`src/rtl/mtr_spd_sequencer_pkg.sv`:
```
// rtl/mtr_spd_sequencer_pkg.sv - shared types, state encoding and defaults for the speed sequencer
//
// Package mtr_seq_pkg:
//   spd_t        11-bit signed wheel speed as consumed by MtrDrv
//   state_e      sequencer states IDLE / RAMP / HOLD / STOP
//   DEF_*        default slew, brake, clamp and watchdog constants
//   clamp_spd()  symmetric clamp of a signed speed to [-lim, lim]
package mtr_seq_pkg;

    typedef logic signed [10:0] spd_t;

    typedef enum logic [1:0] {
        IDLE = 2'd0,
        RAMP = 2'd1,
        HOLD = 2'd2,
        STOP = 2'd3
    } state_e;

    localparam int DEF_STEP       = 16;
    localparam int DEF_BRAKE_STEP = 32;
    localparam int DEF_MAX_SPD    = 1023;
    localparam int DEF_TMO_PULSES = 2048;

    // -1024 is representable in spd_t but has no positive mirror, so the
    // clamp folds it to -lim to keep the speed range symmetric.
    function automatic spd_t clamp_spd(input spd_t v, input int lim);
        spd_t res;
        if (int'(v) > lim) begin
            res = spd_t'(lim);
        end else if (int'(v) < -lim) begin
            res = spd_t'(-lim);
        end else begin
            res = v;
        end
        return res;
    endfunction

endpackage

```
`src/rtl/mtr_spd_sequencer_if.sv`:
```
// rtl/mtr_spd_sequencer_if.sv - target-speed command handshake bundle
//
// Signals:
//   tgt_lft   signed target left speed
//   tgt_rght  signed target right speed
//   cmd_vld   target pair valid (master -> slave)
//   cmd_rdy   sequencer can accept a target (slave -> master)
interface mtr_spd_sequencer_if;
    import mtr_seq_pkg::*;

    spd_t tgt_lft;
    spd_t tgt_rght;
    logic cmd_vld;
    logic cmd_rdy;

    modport master (
        output tgt_lft,
        output tgt_rght,
        output cmd_vld,
        input  cmd_rdy
    );

    modport slave (
        input  tgt_lft,
        input  tgt_rght,
        input  cmd_vld,
        output cmd_rdy
    );

endinterface

```
`src/rtl/mtr_spd_sequencer_slew.sv`:
```
// rtl/mtr_spd_sequencer_slew.sv - single-wheel bounded-step slew toward a target
//
// Module spd_slew ports:
//   clk     system clock
//   rst_n   synchronous active-low reset (spd -> 0)
//   target  signed speed to approach
//   step    maximum magnitude change per enabled cycle
//   en      advance one step this cycle (otherwise spd holds)
//   spd     registered signed speed
module spd_slew
    import mtr_seq_pkg::*;
(
    input  logic       clk,
    input  logic       rst_n,
    input  spd_t       target,
    input  logic [8:0] step,
    input  logic       en,
    output spd_t       spd
);

    logic signed [11:0] diff;
    logic        [11:0] mag;
    spd_t               spd_nxt;

    // The difference spans -2046..2046, so it is taken one bit wider than a
    // speed. Snapping to the target whenever |diff| <= step means the
    // stepped branch only runs when it cannot pass the target, which also
    // keeps the 11-bit add/subtract from wrapping.
    always_comb begin
        diff = {target[10], target} - {spd[10], spd};
        mag  = diff[11] ? 12'(-diff) : 12'(diff);
        if (mag <= {3'b000, step}) begin
            spd_nxt = target;
        end else if (diff[11]) begin
            spd_nxt = spd - spd_t'({2'b00, step});
        end else begin
            spd_nxt = spd + spd_t'({2'b00, step});
        end
    end

    always_ff @(posedge clk) begin
        if (!rst_n) begin
            spd <= '0;
        end else if (en) begin
            spd <= spd_nxt;
        end
    end

endmodule

```
`src/rtl/mtr_spd_sequencer.sv`:
```
// rtl/mtr_spd_sequencer.sv - slew-limited wheel speed command sequencer in front of MtrDrv
//
// Optional feature macro: CMD_TMO_EN (command watchdog; tmo tied 0 when undefined)
//
// Ports:
//   clk       system clock
//   rst_n     synchronous active-low reset
//   cmd       target handshake (tgt_lft, tgt_rght, cmd_vld, cmd_rdy), slave side
//   pwm_sync  one-cycle pulse at start of each PWM period
//   estop     level emergency stop
//   lft_spd   signed speed to MtrDrv left
//   rght_spd  signed speed to MtrDrv right
//   at_tgt    both wheels at accepted target (HOLD)
//   busy      RAMP or STOP
//   tmo       sticky command-watchdog flag
module mtr_spd_sequencer
    import mtr_seq_pkg::*;
#(
    parameter int STEP       = DEF_STEP,
    parameter int BRAKE_STEP = DEF_BRAKE_STEP,
    parameter int MAX_SPD    = DEF_MAX_SPD,
    parameter int TMO_PULSES = DEF_TMO_PULSES
)
(
    input  logic                 clk,
    input  logic                 rst_n,
    mtr_spd_sequencer_if.slave   cmd,
    input  logic                 pwm_sync,
    input  logic                 estop,
    output spd_t                 lft_spd,
    output spd_t                 rght_spd,
    output logic                 at_tgt,
    output logic                 busy,
    output logic                 tmo
);

    state_e     state;
    spd_t       tgt_l;
    spd_t       tgt_r;
    logic       accept;
    logic       tmo_fire;
    logic       slew_en;
    logic [8:0] step_sel;

    assign cmd.cmd_rdy = (state == IDLE) || (state == HOLD);
    assign at_tgt      = (state == HOLD);
    assign busy        = (state == RAMP) || (state == STOP);

    // estop on the same edge discards the command outright.
    assign accept = cmd.cmd_vld && cmd.cmd_rdy && !estop;

    // Slewing is gated by state, so an acceptance edge (IDLE/HOLD) never
    // moves the speeds even when pwm_sync coincides with it.
    assign slew_en  = pwm_sync && busy;
    assign step_sel = (state == STOP) ? 9'(BRAKE_STEP) : 9'(STEP);

    always_ff @(posedge clk) begin
        if (!rst_n) begin
            state <= IDLE;
            tgt_l <= '0;
            tgt_r <= '0;
        end else if (estop) begin
            state <= STOP;
            tgt_l <= '0;
            tgt_r <= '0;
        end else if (accept) begin
            state <= RAMP;
            tgt_l <= clamp_spd(cmd.tgt_lft, MAX_SPD);
            tgt_r <= clamp_spd(cmd.tgt_rght, MAX_SPD);
        end else if (tmo_fire) begin
            state <= RAMP;
            tgt_l <= '0;
            tgt_r <= '0;
        end else begin
            case (state)
                RAMP: if (lft_spd == tgt_l && rght_spd == tgt_r) state <= HOLD;
                STOP: if (lft_spd == '0 && rght_spd == '0) state <= IDLE;
                default: ;
            endcase
        end
    end

`ifdef CMD_TMO_EN
    localparam int TMO_CW = $clog2(TMO_PULSES + 1);

    logic [TMO_CW-1:0] tmo_cnt;
    logic              tmo_q;
    logic              hold_armed;

    // Only a non-zero hold is watched; once the watchdog has ramped to zero
    // the resulting zero-target HOLD cannot re-fire.
    assign hold_armed = (state == HOLD) && (tgt_l != '0 || tgt_r != '0);
    assign tmo_fire   = hold_armed && pwm_sync && !estop && !accept &&
                        (tmo_cnt == TMO_CW'(TMO_PULSES - 1));
    assign tmo        = tmo_q;

    always_ff @(posedge clk) begin
        if (!rst_n) begin
            tmo_cnt <= '0;
            tmo_q   <= 1'b0;
        end else begin
            if (accept) begin
                tmo_q <= 1'b0;
            end else if (tmo_fire) begin
                tmo_q <= 1'b1;
            end
            if (accept || estop || tmo_fire || !hold_armed) begin
                tmo_cnt <= '0;
            end else if (pwm_sync) begin
                tmo_cnt <= tmo_cnt + 1'b1;
            end
        end
    end
`else
    localparam int tmo_pulses_unused = TMO_PULSES;

    assign tmo_fire = 1'b0;
    assign tmo      = 1'b0;
`endif

    spd_slew u_slew_lft (
        .clk    (clk),
        .rst_n  (rst_n),
        .target (tgt_l),
        .step   (step_sel),
        .en     (slew_en),
        .spd    (lft_spd)
    );

    spd_slew u_slew_rght (
        .clk    (clk),
        .rst_n  (rst_n),
        .target (tgt_r),
        .step   (step_sel),
        .en     (slew_en),
        .spd    (rght_spd)
    );

endmodule

```
`src/flat_wrapper.sv`:
```
// flat-port wrapper written by rule: the top's interface ports become plain ports
module mtr_spd_sequencer_flat import mtr_seq_pkg::*;
#(
    parameter int STEP       = DEF_STEP,
    parameter int BRAKE_STEP = DEF_BRAKE_STEP,
    parameter int MAX_SPD    = DEF_MAX_SPD,
    parameter int TMO_PULSES = DEF_TMO_PULSES
)
  (clk, rst_n, pwm_sync, estop, lft_spd, rght_spd, at_tgt, busy, tmo, cmd_tgt_lft, cmd_tgt_rght, cmd_cmd_vld, cmd_cmd_rdy);
  mtr_spd_sequencer_if cmd_i ();
  input  logic clk;
  input  logic rst_n;
  input  logic pwm_sync;
  input  logic estop;
  output spd_t lft_spd;
  output spd_t rght_spd;
  output logic at_tgt;
  output logic busy;
  output logic tmo;
  input wire logic [$bits(cmd_i.tgt_lft)-1:0] cmd_tgt_lft;
  input wire logic [$bits(cmd_i.tgt_rght)-1:0] cmd_tgt_rght;
  input wire logic [$bits(cmd_i.cmd_vld)-1:0] cmd_cmd_vld;
  output wire logic [$bits(cmd_i.cmd_rdy)-1:0] cmd_cmd_rdy;
  assign cmd_i.tgt_lft = cmd_tgt_lft;
  assign cmd_i.tgt_rght = cmd_tgt_rght;
  assign cmd_i.cmd_vld = cmd_cmd_vld;
  assign cmd_cmd_rdy = cmd_i.cmd_rdy;
  mtr_spd_sequencer #(.STEP(STEP), .BRAKE_STEP(BRAKE_STEP), .MAX_SPD(MAX_SPD), .TMO_PULSES(TMO_PULSES)) u_core (.clk(clk), .rst_n(rst_n), .cmd(cmd_i), .pwm_sync(pwm_sync), .estop(estop), .lft_spd(lft_spd), .rght_spd(rght_spd), .at_tgt(at_tgt), .busy(busy), .tmo(tmo));
endmodule
```
`config.mk`:
```
export PLATFORM = sky130hd
export DESIGN_NAME = mtr_spd_sequencer_flat
export DESIGN_NICKNAME = d
export VERILOG_FILES = /design/src/rtl/mtr_spd_sequencer_pkg.sv /design/src/rtl/mtr_spd_sequencer_if.sv /design/src/rtl/mtr_spd_sequencer_slew.sv /design/src/rtl/mtr_spd_sequencer.sv /design/src/flat_wrapper.sv
export SDC_FILE = /design/constraint.sdc
export NUM_CORES = 1
export LEC_CHECK = 0
export CAP_MARGIN = 20
export CORE_AREA = 2 2 126 116
export CTS_CLUSTER_SIZE = 30
export DETAILED_ROUTE_END_ITERATION = 16
export DIE_AREA = 0 0 128 118
export PLACE_DENSITY = 0.46
export RECOVER_POWER = 100
export SYNTH_ARGS = -nofsm -noshare
export SYNTH_HDL_FRONTEND = slang
export SYNTH_SLANG_ARGS = --single-unit
```
`constraint.sdc`:
```
create_clock -name clk -period 7.9 [get_ports clk]
set_input_delay 1.975 -clock clk [delete_from_list [all_inputs] [get_ports clk]]
set_output_delay 1.975 -clock clk [all_outputs]
set_load 0.01 [all_outputs]
```
==> results of run 1 <==
cells by family after synthesis:
family	count (synthesis)	synth area share
compound gates	133	0.228
xor+xnor	20	0.0431
fa+ha+maj	42	0.133
buf+inv	57	0.0547
flops	46	0.226
mux	17	0.0421
other cells	1	0.000922
simple gates	209	0.272
power groups by stage:
| stage | sequential, mW | clock, mW | combinational (mW) |
|---|---|---|---|
| finish | 0.269 | 0.236 | 0.515 |
| global route | 0.271 | 0.253 | 0.573 |
| CTS | 0.269 | 0.244 | 0.527 |
| detailed placement | 0.275 | 0 | 0.524 |
| global placement | 0.275 | 0 | 0.521 |
| floorplan | 0.269 | 0 | 0.398 |
per-layer routing:
layer  part of all wire  GRT usage  up-vias
met5                  0          0        -
met4              0.014     0.0488        0
met2               0.40      0.209       80
li1                   -          -     1989
met1               0.55      0.237     1741
met3              0.037     0.0168        9
sequential cells by signal, indices dropped and copies added, names as in the netlist:
name and flops:
u_core.tgt_r 11, u_core.tgt_l 11, u_core.state 2, u_core.u_slew_lft.spd 11, u_core.u_slew_rght.spd 11
cell type report:
cell class,instances,area [µm²],share of cell area
multi-input combinational,422,2900,0.597
sequential,46,921,0.190
timing repair buffer,53,518,0.107
tap,172,215,0.0443
inverter,37,139,0.0286
clock buffer,7,133,0.0273
clock inverter,1,30.0,0.00619
Yosys cell counts (12+ instances only):
library cell,count
inv_1,37
nand3b_1,22
a21oi_1,38
nor2_1,32
xnor2_1,12
dfxtp_1,46
nor3_1,24
clkbuf_1,17
o21a_1,15
nand2_1,65
ha_1,40
mux2i_1,16
o21ai_0,21
stage by stage:
stage	hold WS, ns	utilization
6_report	0.458	0.353
5_1_grt	0.478	0.353
4_1_cts	0.461	0.355
3_5_place_dp	0.451	0.344
3_3_place_gp	0.454	0.344
2_1_floorplan	0.438	-
worst max-delay path by stage:
stage | startpoint | to | slack [ns] | cells past startpoint
3_5_place_dp | cmd_tgt_rght[4] | u_core.tgt_r[0] | 3.75 | 6
4_1_cts | u_core.u_slew_lft.spd[4] | u_core.u_slew_lft.spd[5] | 3.81 | 17
2_1_floorplan | u_core.u_slew_lft.spd[4] | u_core.u_slew_lft.spd[10] | 4.35 | 17
6_report | rst_n | u_core.tgt_l[0] | 3.06 | 4
3_3_place_gp | u_core.u_slew_lft.spd[4] | u_core.u_slew_lft.spd[5] | 3.83 | 17
5_1_grt | rst_n | u_core.tgt_l[10] | 2.72 | 4
worst min-delay path, cell delays in order, from the launching register on:
cell	delay, ns
dfxtp_1	0.31
nand2_1	0.05
mux2i_1	0.05
==> impl_metrics.env, run 1 <==
export IMPL_path_class="in -> reg"
export IMPL_die_area_um2=15100
export IMPL_track_usage=0.151
export IMPL_start_util=0.296
export IMPL_ff2ff_setup_slack_ns=3.11
export IMPL_combPwrFrac=0.505
export IMPL_yosys_warnings=0
export IMPL_ys_seq_area_frac=0.226
export IMPL_switching_share=0.387
export IMPL_clk_path_buf_depth=2
export IMPL_max_slew_margin=-0.142
export IMPL_synth_nets=594
export IMPL_grt_max_degree=42
export IMPL_placed_cell_area_um2=4720
export IMPL_fin_skew_ns=0.00578
export IMPL_path_max_fanout=41
export IMPL_synth_top_cell_area_share=0.226
export IMPL_min_path_cells=2
export IMPL_violations="capacitance limit, slew limit"
export IMPL_path_clk_slew_ns=0.06
export IMPL_max_stage_delay_ns=1.23
export IMPL_cp_top_family="buffers and inverters"
export IMPL_p_seq_frac=0.264
export IMPL_ant_nets=0
export IMPL_rr_endpoint="u_core.u_slew_lft.spd[3]"
export IMPL_rows=41
export IMPL_numClockSinks=46
export IMPL_grt_ovfl_total=0
export IMPL_netlist_area_um2=4070
export IMPL_clockPowerShare=0.231
export IMPL_num_antenna_cells=0
export IMPL_async_flop_share=0
export IMPL_ys_seq_elements=46
export IMPL_syn_avg_cell_area_um2=7.75
export IMPL_antenna_found_initial=0
export IMPL_rsz0062_at_grt="false"
export IMPL_num_vias=3819
export IMPL_period_share=0.612
export IMPL_layout_drive_gt1_share=0.0318
export IMPL_final_common_cell="nand2_1"
export IMPL_outcome="complete, but fails checks"
export IMPL_post_cts_resized=0
export IMPL_clk_latency_ns=0.29
export IMPL_io_buffers=51
export IMPL_intPower_mw=0.624
export IMPL_wl_um=11400
export IMPL_final_hold_violation_count=0
export IMPL_period_minus_slack_ns=4.84
export IMPL_cts_setup_buffers=0
export IMPL_tns_ns=0
export IMPL_crit_buf_inv=2
export IMPL_finalSetupViolCount=0
export IMPL_fill_cells=1488
export IMPL_most_common_layout_cells="65 x nand2_1, 46 x dfxtp_1, 40 x ha_1, 39 x a21oi_1, 37 x inv_1"
export IMPL_fin_ws_ns=3.06
export IMPL_dp_hpwl_um=9120
export IMPL_leakage_nw=1.96
export IMPL_h_tree_depth=2
export IMPL_pwr_density_cell_nw_per_um2=210
export IMPL_die_y_um=118
export IMPL_dp_slack_ns=3.75
export IMPL_cp_cell_sequence="dlygate4sd3_1, clkbuf_1, nand2b_1, a211oi_1"
export IMPL_gp_congestion=0.860
export IMPL_cts_hold_buffers=0
export IMPL_grt_pass1_vias=3410
export IMPL_synth_edf_count=0
export IMPL_cp_arrival_ns=5.02
export IMPL_slew_violations=42
export IMPL_drc=0
export IMPL_fmax_ghz=0.207
export IMPL_vias_per_cell=5.17
export IMPL_final_area_um2=4850
export IMPL_synth_area_top_cells="dfxtp_1 23%, ha_1 12%, nand2_1 6.0%"
export IMPL_grt_pass1_wl_um=18100
export IMPL_power_mw=1.02
export IMPL_hp_class="reg -> reg"
export IMPL_yosysTopAreaCell="dfxtp_1"
export IMPL_drt_iter0_markers=257
export IMPL_setup_worst_path_end_class="flop"
export IMPL_cts_buffers=5
export IMPL_hold_end="u_core.u_slew_rght.spd[0]"
export IMPL_core_um2=13700
export IMPL_worst_pin_slew_ns=1.71
export IMPL_place_inst=730
export IMPL_cp_start_kind="primary input"
export IMPL_die_w_um=128
export IMPL_wl_per_cell_um=15.4
export IMPL_crit_required_ns=8.08
export IMPL_fin_nets=634
export IMPL_ys_types=63
export IMPL_io_pins=53
export IMPL_syn_inst=525
export IMPL_tritoncts="built"
export IMPL_rr_startpoint="u_core.u_slew_lft.spd[4]"
export IMPL_layoutNonFillerInstCount=738
export IMPL_min_from="u_core.tgt_r[0]"
export IMPL_switching_power_mw=0.395
export IMPL_first_pass_iters=5
export IMPL_cts_root_buffer="clkbuf_16"
export IMPL_vdd_drop_max_uv=77.6
export IMPL_reg2regPathDepth=17
export IMPL_syn_to_final_growth_pct=19.3
export IMPL_crit_path_top_delay_cell="clkbuf_1"
export IMPL_synth_main_ff_cell="dfxtp_1"
export IMPL_max_cap_violations=1
Power figures use the tool's default switching activity.
==> run 2, diff against run 1 <==
Settings changed: PLACE_DENSITY 0.46 to 0.48.
Clock period 7.9 ns to 3.9 ns, I/O delays scaled along.
==> run 2 against run 1 <==
Against the previous run: the run now ends clean; flip-flop and latch count stayed put; register-to-register slack worse by 2.9 ns; critical path depth is 13 higher; sequential share of layout area is 0.84 points lower; combinational power is 130% higher; routed wire length is 5.7% higher; count of clock-buffer cells in the layout stayed put; global-route usage is 0.48 points higher; die area stayed put; clock skew is 0.00094 ns lower.
==> impl_metrics.env, run 2 (synthesis gave the netlist of run 1 again) <==
export IMPL_final_hold_violation_count=0
export IMPL_rr_startpoint="u_core.u_slew_lft.spd[2]"
export IMPL_clk_latency_ns=0.28
export IMPL_numClockSinks=46
export IMPL_vdd_drop_max_uv=166
export IMPL_drc=0
export IMPL_num_antenna_cells=0
export IMPL_final_area_um2=5130
export IMPL_pwr_density_cell_nw_per_um2=419
export IMPL_hp_class="reg -> reg"
export IMPL_path_class="reg -> reg"
export IMPL_core_um2=13700
export IMPL_max_stage_delay_ns=0.38
export IMPL_syn_to_final_growth_pct=26.1
export IMPL_tritoncts="built"
export IMPL_rr_endpoint="u_core.u_slew_lft.spd[10]"
export IMPL_period_minus_slack_ns=3.69
export IMPL_die_area_um2=15100
export IMPL_io_buffers=51
export IMPL_fin_nets=661
export IMPL_final_common_cell="nand2_1"
export IMPL_vias_per_cell=5.19
export IMPL_fmax_ghz=0.271
export IMPL_die_y_um=118
export IMPL_leakage_nw=2.10
export IMPL_min_path_cells=2
export IMPL_cp_start_kind="flop"
export IMPL_grt_pass1_wl_um=19000
export IMPL_ant_nets=0
export IMPL_most_common_layout_cells="64 x nand2_1, 41 x dfxtp_1, 38 x a21oi_1, 37 x ha_1, 36 x inv_1"
export IMPL_cts_root_buffer="clkbuf_16"
export IMPL_max_cap_violations=0
export IMPL_outcome="complete, no violations"
export IMPL_cts_buffers=5
export IMPL_setup_worst_path_end_class="flop"
export IMPL_fill_cells=1461
export IMPL_layout_drive_gt1_share=0.113
export IMPL_gp_congestion=0.826
export IMPL_reg2regPathDepth=17
export IMPL_drt_iter0_markers=176
export IMPL_crit_required_ns=4.05
export IMPL_h_tree_depth=2
export IMPL_placed_cell_area_um2=4880
export IMPL_max_slew_margin=0.501
export IMPL_hold_end="u_core.u_slew_lft.spd[0]"
export IMPL_min_from="u_core.tgt_l[0]"
export IMPL_die_w_um=128
export IMPL_crit_path_top_delay_cell="or3_4"
export IMPL_layoutNonFillerInstCount=765
export IMPL_period_share=0.946
export IMPL_path_clk_slew_ns=0.06
export IMPL_wl_um=12100
export IMPL_start_util=0.296
export IMPL_track_usage=0.155
export IMPL_path_max_fanout=5
export IMPL_ff2ff_setup_slack_ns=0.21
export IMPL_io_pins=53
export IMPL_wl_per_cell_um=15.8
export IMPL_place_inst=751
export IMPL_grt_pass1_vias=3677
export IMPL_grt_max_degree=23
export IMPL_cp_cell_sequence="inv_1, ha_2, a21oi_4, a211oi_2, or3_4, a31o_4, nor2_1, ha_1, o21a_1, o21a_1, o21a_1, o211ai_1, nand2_1, xnor2_1, and4_1, o21ai_0, o221ai_1"
export IMPL_rows=41
export IMPL_first_pass_iters=4
export IMPL_clk_path_buf_depth=2
export IMPL_fin_skew_ns=0.00484
export IMPL_antenna_found_initial=0
export IMPL_cp_common_cell="o21a_1"
export IMPL_worst_pin_slew_ns=0.747
export IMPL_cp_arrival_ns=3.83
export IMPL_finalSetupViolCount=0
export IMPL_slew_violations=0
export IMPL_num_vias=3968
export IMPL_grt_ovfl_total=0
export IMPL_dp_hpwl_um=9640
run 2: cell types whose count changed in the layout (fill, tap and decap cells not counted), sizes merged:
cell	delta
buf	+26
dlygate4sd3	+1
bufinv	-1
clkdlybuf4s50	-1
clkinv	+1
o22ai	+1
run 2: what timing repair did:
item / CTS / global route
endpoints found under the setup margin: 0 / 12
setup buffers: 0 / 5
resized for setup: 0 / 23
hold buffers: 0 / 0
run 2: area by class of cell:
class	count	area, µm²	area share
multi-input cells	423	2980	0.581
inverters	37	139	0.0271
well taps	172	215	0.0420
clock inverters	1	5.00	0.000976
repair buffers	79	717	0.140
flip-flops and latches	46	930	0.181
clock buffers	7	143	0.0278
run 2: how the worst max path moves through the flow:
stage | cells after the start | to | from | slack, ns
floorplan | 17 | u_core.u_slew_lft.spd[10] | u_core.u_slew_lft.spd[4] | 0.35
global placement | 17 | u_core.u_slew_lft.spd[6] | u_core.u_slew_lft.spd[6] | 0.21
detailed placement | 17 | u_core.u_slew_lft.spd[7] | u_core.u_slew_lft.spd[6] | 0.14
CTS | 17 | u_core.u_slew_lft.spd[5] | u_core.u_slew_lft.spd[2] | 0.11
global route | 17 | u_core.u_slew_rght.spd[10] | u_core.u_slew_rght.spd[6] | -0.008
finish | 17 | u_core.u_slew_lft.spd[10] | u_core.u_slew_lft.spd[2] | 0.21
run 2: layer usage:
layer  up-vias  share of wire  global-route usage
li1       2043              -                   -
met1      1846           0.53               0.235
met2        71           0.43               0.232
met3         8          0.037              0.0227
met4         0         0.0076              0.0309
met5         -              0                   0
run 2: worst max-delay path: cells and delay by family (launching register included):
family | cells | cell delay, ns
xor+xnor | 1 | 0.17
buf+inv | 1 | 0.05
flops | 1 | 0.36
fa+ha+maj | 2 | 0.58
simple gates | 4 | 0.79
compound gates | 9 | 1.57
run 2: where the power goes:
| part | total (mW) | switching, mW | internal (mW) |
|---|---|---|---|
| combinational | 1.19 | 0.649 | 0.540 |
| clock | 0.424 | 0.170 | 0.254 |
| sequential | 0.535 | 0.0355 | 0.499 |
| total | 2.15 | 0.855 | 1.29 |
run 2: stage by stage:
stage          hold WS, ns  total power [mW]   util  TNS (ns)  setup WS, ns
2_1_floorplan        0.438              1.35      -         0         0.354
3_3_place_gp         0.452              1.67  0.355         0         0.215
3_5_place_dp         0.452              1.68  0.355         0         0.144
4_1_cts              0.461              2.12  0.366         0         0.112
5_1_grt              0.498              2.32  0.373  -0.00820      -0.00820
6_report             0.459              2.15  0.373         0         0.212
==> run 3, diff against run 2 <==
Settings changed: PLACE_DENSITY 0.48 to 0.46.
Clock period 3.9 ns to 4.2 ns, I/O delays scaled along.
==> run 3 against run 2 <==
Against the previous run: final area fell by 4.9%; largest cell class unchanged; clock power rose by 6.1%; flip-flop and latch count did not move; count of clock-buffer cells in the layout fell by 1; non-clock buffer count fell by 24; clock skew fell by 0.0013 ns; maximum frequency fell by 4.5%.
==> impl_metrics.env, run 3 (synthesis gave the netlist of run 1 again) <==
export IMPL_final_common_cell="nand2_1"
export IMPL_antenna_found_initial=0
export IMPL_dp_slack_ns=0.327
export IMPL_first_pass_iters=4
export IMPL_h_tree_depth=2
export IMPL_leakage_nw=1.95
export IMPL_tritoncts="built"
export IMPL_wl_um=11400
export IMPL_fmax_ghz=0.259
export IMPL_max_cap_violations=0
export IMPL_clk_latency_ns=0.29
export IMPL_start_util=0.296
export IMPL_syn_to_final_growth_pct=20.0
export IMPL_fin_nets=636
export IMPL_wl_per_cell_um=15.5
export IMPL_final_hold_violation_count=0
export IMPL_grt_busiest_layer="met1"
export IMPL_cts_root_buffer="clkbuf_16"
export IMPL_vdd_drop_max_uv=196
export IMPL_numClockSinks=46
export IMPL_fin_ws_ns=0.336
export IMPL_io_buffers=51
export IMPL_grt_util_met1=0.239
export IMPL_grt_ovfl_total=0
export IMPL_grtUsageMet2=0.218
export IMPL_period_share=0.920
export IMPL_clk_path_buf_depth=2
export IMPL_post_cts_resized=0
export IMPL_core_um2=13700
export IMPL_io_pins=53
export IMPL_rows=41
export IMPL_cts_buffers=5
export IMPL_rr_startpoint="u_core.u_slew_lft.spd[4]"
export IMPL_path_clk_slew_ns=0.06
export IMPL_gp_congestion=0.807
export IMPL_max_stage_delay_ns=0.41
export IMPL_min_from="u_core.tgt_l[0]"
export IMPL_cp_common_cell="o21a_1"
export IMPL_die_area_um2=15100
export IMPL_cp_start_kind="flop"
export IMPL_num_antenna_cells=0
export IMPL_die_y_um=118
export IMPL_cp_arrival_ns=4.01
export IMPL_grt_max_degree=41
export IMPL_drt_iter0_markers=216
export IMPL_power_mw=1.93
export IMPL_crit_required_ns=4.34
export IMPL_layout_drive_gt1_share=0.0458
export IMPL_path_max_fanout=5
export IMPL_finalSetupViolCount=0
export IMPL_ant_nets=0
export IMPL_grt_pass1_wl_um=18500
export IMPL_path_class="reg -> reg"
export IMPL_num_vias=3794
export IMPL_crit_path_top_delay_cell="dfxtp_1"
export IMPL_grt_use_met3=0.0205
export IMPL_dp_hpwl_um=9390
export IMPL_outcome="complete, no violations"
export IMPL_vias_per_cell=5.13
export IMPL_slew_violations=0
export IMPL_max_slew_margin=0.445
export IMPL_drc=0
export IMPL_period_minus_slack_ns=3.86
export IMPL_crit_start="u_core.u_slew_lft.spd[4]"
export IMPL_cts_hold_buffers=0
export IMPL_pwr_density_cell_nw_per_um2=395
export IMPL_cts_setup_buffers=0
export IMPL_worst_pin_slew_ns=0.832
export IMPL_setup_worst_path_end_class="flop"
export IMPL_cp_cell_sequence="inv_1, ha_1, a21oi_2, o22ai_1, or3_1, a31o_2, nor2_1, ha_1, o21a_1, o21a_1, o21a_1, o211ai_1, nand2_1, xnor2_1, and4_1, o21ai_0, o221ai_1"
export IMPL_die_w_um=128
export IMPL_most_common_layout_cells="65 x nand2_1, 46 x dfxtp_1, 40 x ha_1, 39 x a21oi_1, 36 x inv_1"
export IMPL_grt_pass1_vias=3452
export IMPL_track_usage=0.153
export IMPL_tns_ns=0
export IMPL_rsz0062_at_grt="false"
export IMPL_fin_skew_ns=0.00356
export IMPL_hp_class="reg -> reg"
[run 3: final timing paths]
kind                                     to  slack [ns]  cells past startpoint
setup / recovery  u_core.u_slew_lft.spd[10]        0.34                     17
setup reg to reg  u_core.u_slew_lft.spd[10]        0.34                     17
hold / removal     u_core.u_slew_lft.spd[0]        0.46                      2
hold reg to reg    u_core.u_slew_lft.spd[0]        0.46                      2
[run 3: cell type report]
type / count / area (µm²)
Fill cell: 1461 / 8870
Tap cell: 172 / 215
Clock buffer: 6 / 129
Inverter: 37 / 143
Clock inverter: 2 / 37.5
Timing Repair Buffer: 55 / 541
Sequential cell: 46 / 921
Multi-Input combinational cell: 422 / 2890
[run 3: per-stage QoR]
step | hold WS (ns) | area (µm²) | util | instances
2_1_floorplan | 0.438 | 4070 | - | 525
3_3_place_gp | 0.449 | 4740 | 0.345 | 732
3_5_place_dp | 0.454 | 4740 | 0.345 | 732
4_1_cts | 0.463 | 4910 | 0.357 | 740
5_1_grt | 0.481 | 4880 | 0.355 | 740
6_report | 0.459 | 4880 | 0.355 | 740
[run 3: worst max-delay path: cells and delay by family (launching register included)]
kind	cells	cell delay, ns
xor gates and xnor gates	1	0.16
buffers and inverters	1	0.07
AOI/OAI and AO/OA	9	1.71
DFF	1	0.41
adders and majority gates	2	0.61
and+or+nand+nor	4	0.77
[run 3: routing by layer]
layer	wire length (µm)	vias up	share of wire
met3	354	6	0.031
met5	0	-	0
met1	6290	1732	0.55
met4	104	0	0.0091
met2	4680	70	0.41
li1	-	1986	-
[run 3: power by group]
part           total (mW)  switching, mW  leakage (nW)  internal (mW)
combinational       0.975          0.540          1.50          0.435
sequential          0.503         0.0392         0.374          0.464
clock               0.450          0.169        0.0771          0.281
